===== src/rtl/v_pkg.sv =====
// ---------------------------------------------------------------------------
// v_pkg
// Shared types for the level-0 notify receiver and its report queue.
//
// Contents:
//   CONTEXT_N   number of producer contexts tracked in the shadow table
//   RPT_FIFO_N  default depth of the report queue
//   id_t        producer identifier
//   key_t       level-0 key
//   size_t      level-0 size (0 means the level is empty)
//   rpt_kind_t  kind of change being reported (KEY / SIZE / EMPTY)
//   rpt_t       one queued report {prod_id, key, size, kind}
//   shadow_t    one shadow table entry {vld, key, size}
//   classify()  decides whether a notify produces a report, and of which kind
// ---------------------------------------------------------------------------
package v_pkg;

    localparam int CONTEXT_N  = 8;
    localparam int ID_W       = $clog2(CONTEXT_N);
    localparam int KEY_W      = 8;
    localparam int SIZE_W     = 8;
    localparam int RPT_FIFO_N = 4;

    typedef logic [ID_W-1:0]   id_t;
    typedef logic [KEY_W-1:0]  key_t;
    typedef logic [SIZE_W-1:0] size_t;

    typedef enum logic [1:0] {
        RPT_KEY   = 2'b00,
        RPT_SIZE  = 2'b01,
        RPT_EMPTY = 2'b10
    } rpt_kind_t;

    typedef struct packed {
        id_t       prod_id;
        key_t      key;
        size_t     size;
        rpt_kind_t kind;
    } rpt_t;

    typedef struct packed {
        logic  vld;
        key_t  key;
        size_t size;
    } shadow_t;

    typedef struct packed {
        logic      emit;
        rpt_kind_t kind;
    } cls_t;

    // Compare an incoming level-0 state against what we last saw for that
    // producer. An empty level only matters if the entry was live; a key
    // change (or a previously unknown producer) outranks a size change.
    function automatic cls_t classify(input shadow_t sh, input key_t key, input size_t size);
        cls_t r;
        r.emit = 1'b0;
        r.kind = RPT_KEY;
        if (size == '0) begin
            r.emit = sh.vld;
            r.kind = RPT_EMPTY;
        end else if (!sh.vld || (sh.key != key)) begin
            r.emit = 1'b1;
            r.kind = RPT_KEY;
        end else if (sh.size != size) begin
            r.emit = 1'b1;
            r.kind = RPT_SIZE;
        end
        return r;
    endfunction

endpackage


===== src/rtl/v_rpt_fifo.sv =====
// ---------------------------------------------------------------------------
// v_rpt_fifo
// Synchronous first-word-fall-through queue of rpt_t reports.
//
// Parameters:
//   DEPTH      number of entries, power of two, >= 2
// Ports:
//   clk        clock, all state on rising edge
//   rst        synchronous active-high reset, empties the queue
//   flush      synchronous flush, empties the queue
//   push       write push_data (ignored when full unless pop fires too)
//   push_data  report to enqueue
//   pop        remove the head entry (ignored when empty)
//   head       current head entry (undefined content when empty)
//   full       all DEPTH entries occupied
//   empty      no entries occupied
// ---------------------------------------------------------------------------
module v_rpt_fifo
    import v_pkg::*;
#(
    parameter int DEPTH = RPT_FIFO_N
) (
    input  logic clk,
    input  logic rst,
    input  logic flush,
    input  logic push,
    input  rpt_t push_data,
    input  logic pop,
    output rpt_t head,
    output logic full,
    output logic empty
);

    localparam int PTR_W = $clog2(DEPTH);

    rpt_t             mem [DEPTH];
    logic [PTR_W:0]   wr_ptr;
    logic [PTR_W:0]   rd_ptr;
    logic             do_push;
    logic             do_pop;

    // Pointers carry one extra wrap bit so full and empty are distinguishable
    // without a separate occupancy counter.
    assign empty = (wr_ptr == rd_ptr);
    assign full  = (wr_ptr[PTR_W] != rd_ptr[PTR_W]) &&
                   (wr_ptr[PTR_W-1:0] == rd_ptr[PTR_W-1:0]);

    // A push into a full queue still lands when the head leaves in the same
    // cycle: the write goes to the slot being vacated, so occupancy holds.
    assign do_pop  = pop & ~empty;
    assign do_push = push & (~full | do_pop);

    assign head = mem[rd_ptr[PTR_W-1:0]];

    always_ff @(posedge clk) begin
        if (rst || flush) begin
            wr_ptr <= '0;
            rd_ptr <= '0;
        end else begin
            if (do_push) begin
                wr_ptr <= wr_ptr + (PTR_W+1)'(1);
            end
            if (do_pop) begin
                rd_ptr <= rd_ptr + (PTR_W+1)'(1);
            end
        end
    end

    // Storage needs no reset: entries are only visible once pushed.
    always_ff @(posedge clk) begin
        if (do_push && !rst && !flush) begin
            mem[wr_ptr[PTR_W-1:0]] <= push_data;
        end
    end

endmodule


===== src/rtl/v_lv0_rx.sv =====
// ---------------------------------------------------------------------------
// v_lv0_rx
// Level-0 notify receiver. Keeps a shadow copy of each producer's level-0
// {key, size}, turns notifies that actually change something into KEY / SIZE
// / EMPTY reports, and queues those reports for a downstream consumer.
//
// Parameters:
//   RPT_FIFO_N        report queue depth, power of two, >= 2
// Ports:
//   clk               clock
//   rst               synchronous active-high reset
//   i_lv0_vld_r       notify valid (one per cycle, no backpressure)
//   i_lv0_prod_id_r   producer whose level 0 changed
//   i_lv0_key_r       new level-0 key
//   i_lv0_size_r      new level-0 size, 0 = empty
//   i_busy_r          list engine initialising: ignore notifies, wipe state
//   o_rpt_vld         report available at queue head
//   i_rpt_rdy         consumer takes the head report
//   o_rpt_prod_id     head report producer id    (0 when !o_rpt_vld)
//   o_rpt_key         head report key            (0 when !o_rpt_vld)
//   o_rpt_size        head report size           (0 when !o_rpt_vld)
//   o_rpt_kind        head report kind           (0 when !o_rpt_vld)
//   i_qry_prod_id     shadow lookup address
//   o_qry_vld         shadow entry valid
//   o_qry_key         shadow key   (0 when entry invalid)
//   o_qry_size        shadow size  (0 when entry invalid)
//   o_drop_cnt_r      saturating count of reports lost to a full queue
//   o_ovf_r           sticky "a report was lost" flag
//   i_clr             clears o_drop_cnt_r and o_ovf_r
// ---------------------------------------------------------------------------
module v_lv0_rx
    import v_pkg::*;
#(
    parameter int RPT_FIFO_N = v_pkg::RPT_FIFO_N
) (
    input  logic        clk,
    input  logic        rst,
    input  logic        i_lv0_vld_r,
    input  id_t         i_lv0_prod_id_r,
    input  key_t        i_lv0_key_r,
    input  size_t       i_lv0_size_r,
    input  logic        i_busy_r,
    output logic        o_rpt_vld,
    input  logic        i_rpt_rdy,
    output id_t         o_rpt_prod_id,
    output key_t        o_rpt_key,
    output size_t       o_rpt_size,
    output rpt_kind_t   o_rpt_kind,
    input  id_t         i_qry_prod_id,
    output logic        o_qry_vld,
    output key_t        o_qry_key,
    output size_t       o_qry_size,
    output logic [15:0] o_drop_cnt_r,
    output logic        o_ovf_r,
    input  logic        i_clr
);

    shadow_t shadow_q [CONTEXT_N];

    logic    accept;
    shadow_t cur_sh;
    cls_t    cls;
    logic    push_req;
    rpt_t    push_data;

    rpt_t    fifo_head;
    logic    fifo_full;
    logic    fifo_empty;
    logic    rpt_fire;
    logic    drop;

    // Classification runs against the registered shadow, so a notify sees
    // the state left by the previous edge, never its own update.
    always_comb begin
        accept    = i_lv0_vld_r & ~i_busy_r;
        cur_sh    = shadow_q[i_lv0_prod_id_r];
        cls       = classify(cur_sh, i_lv0_key_r, i_lv0_size_r);
        push_req  = accept & cls.emit;
        push_data = '{prod_id: i_lv0_prod_id_r,
                      key:     i_lv0_key_r,
                      size:    i_lv0_size_r,
                      kind:    cls.kind};
    end

    // Shadow table. Busy wipes only the valid bits; stale key/size data is
    // harmless because every read of it is qualified by vld. A dropped report
    // still updates the shadow so later notifies are classified correctly.
    always_ff @(posedge clk) begin
        if (rst) begin
            for (int i = 0; i < CONTEXT_N; i++) begin
                shadow_q[i] <= '0;
            end
        end else if (i_busy_r) begin
            for (int i = 0; i < CONTEXT_N; i++) begin
                shadow_q[i].vld <= 1'b0;
            end
        end else if (push_req) begin
            if (cls.kind == RPT_EMPTY) begin
                shadow_q[i_lv0_prod_id_r].vld <= 1'b0;
            end else begin
                shadow_q[i_lv0_prod_id_r] <= '{vld:  1'b1,
                                               key:  i_lv0_key_r,
                                               size: i_lv0_size_r};
            end
        end
    end

    // Head is hidden while busy; the queue itself is flushed on the next edge.
    assign o_rpt_vld = ~fifo_empty & ~i_busy_r;
    assign rpt_fire  = o_rpt_vld & i_rpt_rdy;

    v_rpt_fifo #(
        .DEPTH     (RPT_FIFO_N)
    ) u_rpt_fifo (
        .clk       (clk),
        .rst       (rst),
        .flush     (i_busy_r),
        .push      (push_req),
        .push_data (push_data),
        .pop       (rpt_fire),
        .head      (fifo_head),
        .full      (fifo_full),
        .empty     (fifo_empty)
    );

    always_comb begin
        o_rpt_prod_id = '0;
        o_rpt_key     = '0;
        o_rpt_size    = '0;
        o_rpt_kind    = RPT_KEY;
        if (o_rpt_vld) begin
            o_rpt_prod_id = fifo_head.prod_id;
            o_rpt_key     = fifo_head.key;
            o_rpt_size    = fifo_head.size;
            o_rpt_kind    = fifo_head.kind;
        end
    end

    // A push is lost only when the queue is full and nothing leaves this cycle.
    assign drop = push_req & fifo_full & ~rpt_fire;

    // Clear wins over the old count but not over a drop in the same cycle,
    // so the lost report is still accounted for.
    always_ff @(posedge clk) begin
        if (rst) begin
            o_drop_cnt_r <= '0;
            o_ovf_r      <= 1'b0;
        end else if (i_clr) begin
            o_drop_cnt_r <= drop ? 16'd1 : 16'd0;
            o_ovf_r      <= drop;
        end else if (drop) begin
            if (o_drop_cnt_r != 16'hFFFF) begin
                o_drop_cnt_r <= o_drop_cnt_r + 16'd1;
            end
            o_ovf_r <= 1'b1;
        end
    end

    // Query port reads registered state only.
    always_comb begin
        o_qry_vld  = shadow_q[i_qry_prod_id].vld;
        o_qry_key  = '0;
        o_qry_size = '0;
        if (o_qry_vld) begin
            o_qry_key  = shadow_q[i_qry_prod_id].key;
            o_qry_size = shadow_q[i_qry_prod_id].size;
        end
    end

endmodule


===== config.mk =====
export PLATFORM = sky130hd
export DESIGN_NAME = v_lv0_rx
export DESIGN_NICKNAME = d
export VERILOG_FILES = /design/src/rtl/v_pkg.sv /design/src/rtl/v_rpt_fifo.sv /design/src/rtl/v_lv0_rx.sv
export SDC_FILE = /design/constraint.sdc
export NUM_CORES = 1
export LEC_CHECK = 0
export CAP_MARGIN = 0
export CORE_MARGIN = 4
export CORE_UTILIZATION = 59
export DETAILED_ROUTE_END_ITERATION = 8
export PLACE_DENSITY = 0.82
export SLEW_MARGIN = 20
export SYNTH_ARGS = -nofsm -noshare
export SYNTH_HDL_FRONTEND = slang
export SYNTH_SLANG_ARGS = --single-unit

===== constraint.sdc =====
create_clock -name clk -period 6.4 [get_ports clk]
set_clock_uncertainty 0.2 [all_clocks]
set_input_delay 1.28 -clock clk [delete_from_list [all_inputs] [get_ports clk]]
set_output_delay 1.28 -clock clk [all_outputs]
set_load 0.05 [all_outputs]

==> flow_summary.json <==
{
  "final-setup-viol-count": 0,
  "syn_to_final_growth_pct": 15.3,
  "cp_common_cell": "clkdlybuf4s50_1",
  "synth.avg_cell_area_um2": 14.3,
  "endpoint": "o_qry_key[7]",
  "crit_chain": "clkdlybuf4s50_1, mux4_2, mux2i_2, nor2_1, clkdlybuf4s50_1",
  "wire_per_inst_um": 24.4,
  "dieHeight_um": 152,
  "htreeDepth": 1,
  "die_x_um": 152,
  "final_layout_size_suffix_gt1_frac": 0.197,
  "max_stage_delay_ns": 0.75,
  "required_ns": 4.92,
  "worst_r2r_path_depth": 9,
  "irDropWorstVdd_mv": 0.209,
  "holdPathStages": 2,
  "totalWireLength_um": 29800,
  "synth_nets": 892,
  "synth.yosys.warnings": 0,
  "mostFrequentLayoutCells": "edfxtp_1 (220), and2_1 (147), clkdlybuf4s50_1 (70)",
  "worstPathArrival_ns": 4.01,
  "period_share": 0.858,
  "syn_area_um2": 12200,
  "grt-ovfl-total": 0,
  "grt_max_degree": 49,
  "criticalPathCategory": "in -> out",
  "grt_pass1_wl_um": 46400,
  "ff2ff_setup_slack_ns": 2.47,
  "gp_congestion": 0.943,
  "diodes": 0,
  "finalHoldViolations": 0,
  "cts_resized": 0,
  "port_buffers": 83,
  "first_global_vias": 7814,
  "p_leak_nw": 4.83,
  "ys_types": 57,
  "fin_cells": 1224,
  "synth-edff-count": 220,
  "power.density_nw_per_um2": 262,
  "rows": 52,
  "fmax_ghz": 0.182,
  "antenna_left": 0,
  "drv_slew": 0,
  "track_usage": 0.255,
  "cts_inserted_buffers": 25,
  "crit_slowest_cell": "clkdlybuf4s50_1",
  "status": "complete, no violations",
  "crit_fanout": 9,
  "fin_nets": 969,
  "drv_cap": 0,
  "clock_sinks": 245,
  "endpoint_kind": "output pin",
  "final_common_cell": "edfxtp_1",
  "synth_ff_type": "edfxtp_1",
  "hpwl_um": 19200,
  "rr_startpoint": "shadow_q[7][6]",
  "start_util": 0.603,
  "critPathLaunchType": "primary input",
  "hold_path_class": "reg -> reg",
  "layout_min_cycle_time_ns": 5.49,
  "cts_tree": "yes",
  "die_area_um2": 23100,
  "rsz0062_at_grt": "no",
  "route.detailed.drc": 0,
  "first_pass_iters": 5,
  "synth_cells": 858,
  "worstMarginPinSlew_ns": 1.10,
  "postCtsHoldBufs": 0,
  "async_flop_share": 0,
  "clk_latency_ns": 0.53,
  "ios": 84,
  "relSlewSlack": 0.264,
  "reg2reg_to": "shadow_q[5][11]",
  "dp_cells": 1178,
  "grt_antenna_before_repair": 0,
  "clock_path_buffers": 3,
  "ys_seq_area_frac": 0.581,
  "core-area_um2": 20300,
  "min_from": "o_ovf_r",
  "vias": 7882,
  "initialDrtViolationCount": 805,
  "tns_ns": 0,
  "path_clk_slew_ns": 0.06,
  "cts_root_buf": "clkbuf_16",
  "cp-startpoint": "i_qry_prod_id[1]",
  "final_core_util": 0.695,
  "finalPower_mw": 3.69,
  "cts_setup_buffers": 0,
  "synth-seq-cells": 245,
  "viasPerCell": 6.44
}
state kept, by name (all words and copies together) (netlist names), named ones only:
| register | cells |
|---|---|
| o_ovf_r | 1 |
| u_rpt_fifo.mem | 84 |
| u_rpt_fifo.rd_ptr | 3 |
| o_drop_cnt_r | 16 |
| u_rpt_fifo.wr_ptr | 3 |
| shadow_q | 136 |
metrics by stage:
stage	hold slack (ns)	cell area, um^2	worst slack, ns
2_1_floorplan	0.270	12200	0.447
3_3_place_gp	0.265	13300	0.838
3_5_place_dp	0.270	13300	0.775
4_1_cts	0.280	14100	0.942
5_1_grt	0.303	14100	0.879
6_report	0.276	14100	0.911
worst max-delay path: cells and delay by family:
family / cells / cell delay (ns)
mux: 2 / 1.05
simple gates: 1 / 0.19
buf+inv: 2 / 1.49
power breakdown:
| part | internal [mW] | total (mW) | switching (mW) |
|---|---|---|---|
| Sequential | 1.80 | 1.83 | 0.0338 |
| Clock | 0.881 | 1.49 | 0.604 |
| Combinational | 0.149 | 0.377 | 0.227 |
| Total | 2.83 | 3.69 | 0.865 |
cells in the mapped netlist (13+ instances only):
cell type,n,share of area
a21oi_1,19,0.0078
and2_1,147,0.075
buf_2,15,0.0061
clkbuf_1,25,0.0077
dfxtp_1,25,0.041
edfxtp_1,220,0.54
inv_1,15,0.0046
mux2i_1,46,0.038
mux4_2,69,0.13
nand2_1,25,0.0077
nor2_1,35,0.011
o31ai_1,17,0.010
or3_1,13,0.0066
cell type report:
class / instances / area, um^2
multi-input cells: 535 / 4770
flip-flops and latches: 245 / 7110
clock inverters: 15 / 180
fillers: 1363 / 6190
well taps: 270 / 338
repair buffers: 113 / 1020
inverters: 15 / 56.3
clock buffers: 31 / 648
metal layers:
metal  global-route usage  part of all wire
met1                0.353              0.39
met2                0.415              0.49
met3               0.0506             0.089
met5                    0                 0
met4               0.0822             0.030
cells by family after synthesis:
family / Yosys count / synth area share
AO/OA/AOI/OAI: 84 / 0.0464
XOR/XNOR: 16 / 0.0115
adder cells (fa/ha/maj): 6 / 0.00613
buffers and inverters: 78 / 0.0319
flip-flops: 245 / 0.581
multiplexers: 127 / 0.176
AND/OR/NAND/NOR: 302 / 0.148
worst min path at each step:
stage | endpoint
floorplan | u_rpt_fifo.wr_ptr[2]
global placement | o_ovf_r
detailed placement | o_ovf_r
CTS | o_ovf_r
global route | o_ovf_r
finish | o_ovf_r
Note: power is estimated with default switching activity, not from simulation.
==> edit: new RTL, config.mk and constraints unchanged <==
The package constant `RPT_FIFO_N` goes from 4 to 8.
--- a/src/rtl/v_pkg.sv
+++ b/src/rtl/v_pkg.sv
@@ -21,3 +21,3 @@
     localparam int SIZE_W     = 8;
-    localparam int RPT_FIFO_N = 4;
+    localparam int RPT_FIFO_N = 8;
 
Function: no difference found for any inputs over 4 cycles, from zero or initial values and one cycle with rst high; that may be too few to reach the edited logic, so the function may still have changed.
==> edit against the unedited design <==
Via count up 21%. Final area up 26%. First-iteration DRC count up 52%. Routed wire length up 26%. Worst setup slack better by 0.18 ns. Area after synthesis up 27%. Sequential cell count up 87. Sequential share of layout area up 4.1 points. Total power up 29%. Highest routed layer unchanged. Critical path type unchanged. Synthesized cell count up 14%.
==> edit: results (changes against the unedited design) <==
* Die X at 170.1 um (+12%)
* NetSw at 1087 uW (+26%)
* Hold Path Depth at 2 (unchanged)
* CP max stage cell: clkdlybuf4s50_1
* Drt first-iter violations at 1220 (+52%)
* Post-Syn Area per Cell at 15.83 um^2 (+11%)
* Layout cells sized above 1 at 0.2187 (+0.02160)
* CTS H-tree lvls at 2 (+1)
* Largest net degree at the start of global routing at 53 (+8.2%)
* Worst Tran Pin Value at 1.036 ns (-0.06802 ns)
* Distinct cells, synth at 59 (+3.5%)
* Status: finished, final reports clean
* First-pass GRT wire length at 57.99 mm (+25%)
* DR pass1 iterations at 6 (+1)
* HPWL Detailed at 23.01 mm (+20%)
* Clock Pin Slew Worst Setup and Hold Paths at 0.06 ns (about the same)
* Post-synth net total at 1011 (+13%)
* Num CTS Buffers at 34 (+36%)
* N_diodes at 0 (unchanged)
* WP data arrival at 3.83 ns (-0.18 ns)
* Filler instances at 1670 (+23%)
* Initial antenna violation count at 0 (unchanged)
* Clock Latency Late Sink at 0.52 ns
* Hold/Removal Path Class: flip-flop to flip-flop
* Synth area leaders: edfxtp_1 59%, mux4_2 13%, mux2i_1 4.5%
* Seq/Total Area, Yosys at 0.6247 (+0.04394)
* Inst Count DP at 1366 (+16%)
* Root buf cell: clkbuf_16
* Post-CTS Setup Inserts at 0 (unchanged)
* Tot GR Track Use at 0.2639 (+0.008515)
* EDFF count, synth at 304 (+38%)
* Fin nets at 1098 (+13%)
* Max reg flops at 168 (+24%)
* LEAKAGE at 0.006153 uW (+27%)
* Post-DR vias/cell at 6.674 (+3.6%)
* Vias at 9531 (+21%)
* Clock Tree Buf Depth at 3 (unchanged)
* Synth Flop Type: edfxtp_1
* Worst path max stage delay at 0.73 ns (-0.02 ns)
* Synthesis Warnings at 0 (unchanged)
* Worst VDD drop at 187.8 uV (-10%)
* Vias in the first global route at 9594 (+23%)
* Routed wire length at 37.71 mm (+26%)
* Asr flop ratio synth at 0 (unchanged)
* Post_cts resized at 0 (unchanged)
* Port Buffers at 83 (unchanged)
* R2R depth at 9 (unchanged)
* Commonest cells in the netlist: 304 x edfxtp_1, 92 x mux4_2, 72 x and3_1
* Routability cong. at 0.8777 (-6.9%)
* Critical Path Fanout Max at 34 (+25)
[edit: cell count changes in the layout (fill, tap and decap cells not counted), moves of 22 or more]
cell      delta
edfxtp_1    +84
and2_1      -82
and3_1      +68
mux2i_1     +24
mux4_2      +23
nor2_1      +22
[edit: cells by family after synthesis]
group / after synthesis / synth area share
flops: 332 / 0.6247
simple gates: 290 / 0.1111
mux: 172 / 0.1870
buf+inv: 86 / 0.02912
compound gates: 69 / 0.02985
xor+xnor: 28 / 0.01581
fa+ha+maj: 3 / 0.002420
[edit: path summary, 6_finish.rpt]
path / from / end / slack [ns]
worst max-delay path: i_qry_prod_id[1] / o_qry_size[7] / 1.09
worst min-delay path: o_drop_cnt_r[6]$_SDFFE_PP0P_ / o_drop_cnt_r[6]$_SDFFE_PP0P_ / 0.31
worst max register to register: shadow_q[6][7]$_SDFFCE_PN0P_ / u_rpt_fifo.mem[3][13]$_DFFE_PP_ / 2.58
worst min register to register: o_drop_cnt_r[6]$_SDFFE_PP0P_ / o_drop_cnt_r[6]$_SDFFE_PP0P_ / 0.31
[edit: worst max-delay path: cells and delay by family]
| family | cells | cell delay, ns |
|---|---|---|
| mux | 2 | 0.59 |
| buf+inv | 4 | 1.88 |
| simple gates | 1 | 0.07 |
[edit: metrics by stage]
stage               area (um^2)  total power, uW  hold WS (ns)  setup WS, ns
finish                    17810             4777        0.3071         1.094
global route              17810             4922        0.3200        0.9010
CTS                       17810             4789        0.3023         1.073
detailed placement        16730             2899        0.2939        0.6441
global placement          16730             2891        0.2816        0.7620
floorplan                 15510             2747        0.2705        0.5545
[edit: area by class of cell]
type                       count  area [um^2]  area share
multi-input combinational    562         5420      0.3043
clock buffer                  47        934.6     0.05248
sequential                   332         9692      0.5442
timing repair buffer         130         1176     0.06604
clock inverter                15        141.4    0.007939
tap                          335        419.2     0.02354
inverter                       7        26.28    0.001475
[edit: metal layers]
metal / vias up / GRT usage / part of all wire
met3: 104 / 0.05900 / 0.095
met5: - / 0 / 0
li1: 4025 / - / -
met1: 4820 / 0.3689 / 0.39
met4: 0 / 0.08229 / 0.033
met2: 582 / 0.4218 / 0.48
[edit: power groups by stage]
stage	Combinational [uW]	Clock, uW	Sequential (uW)
2_1_floorplan	268	0	2480
3_3_place_gp	397	0	2490
3_5_place_dp	403	0	2500
4_1_cts	408	1930	2450
5_1_grt	432	2030	2460
6_report	409	1910	2450
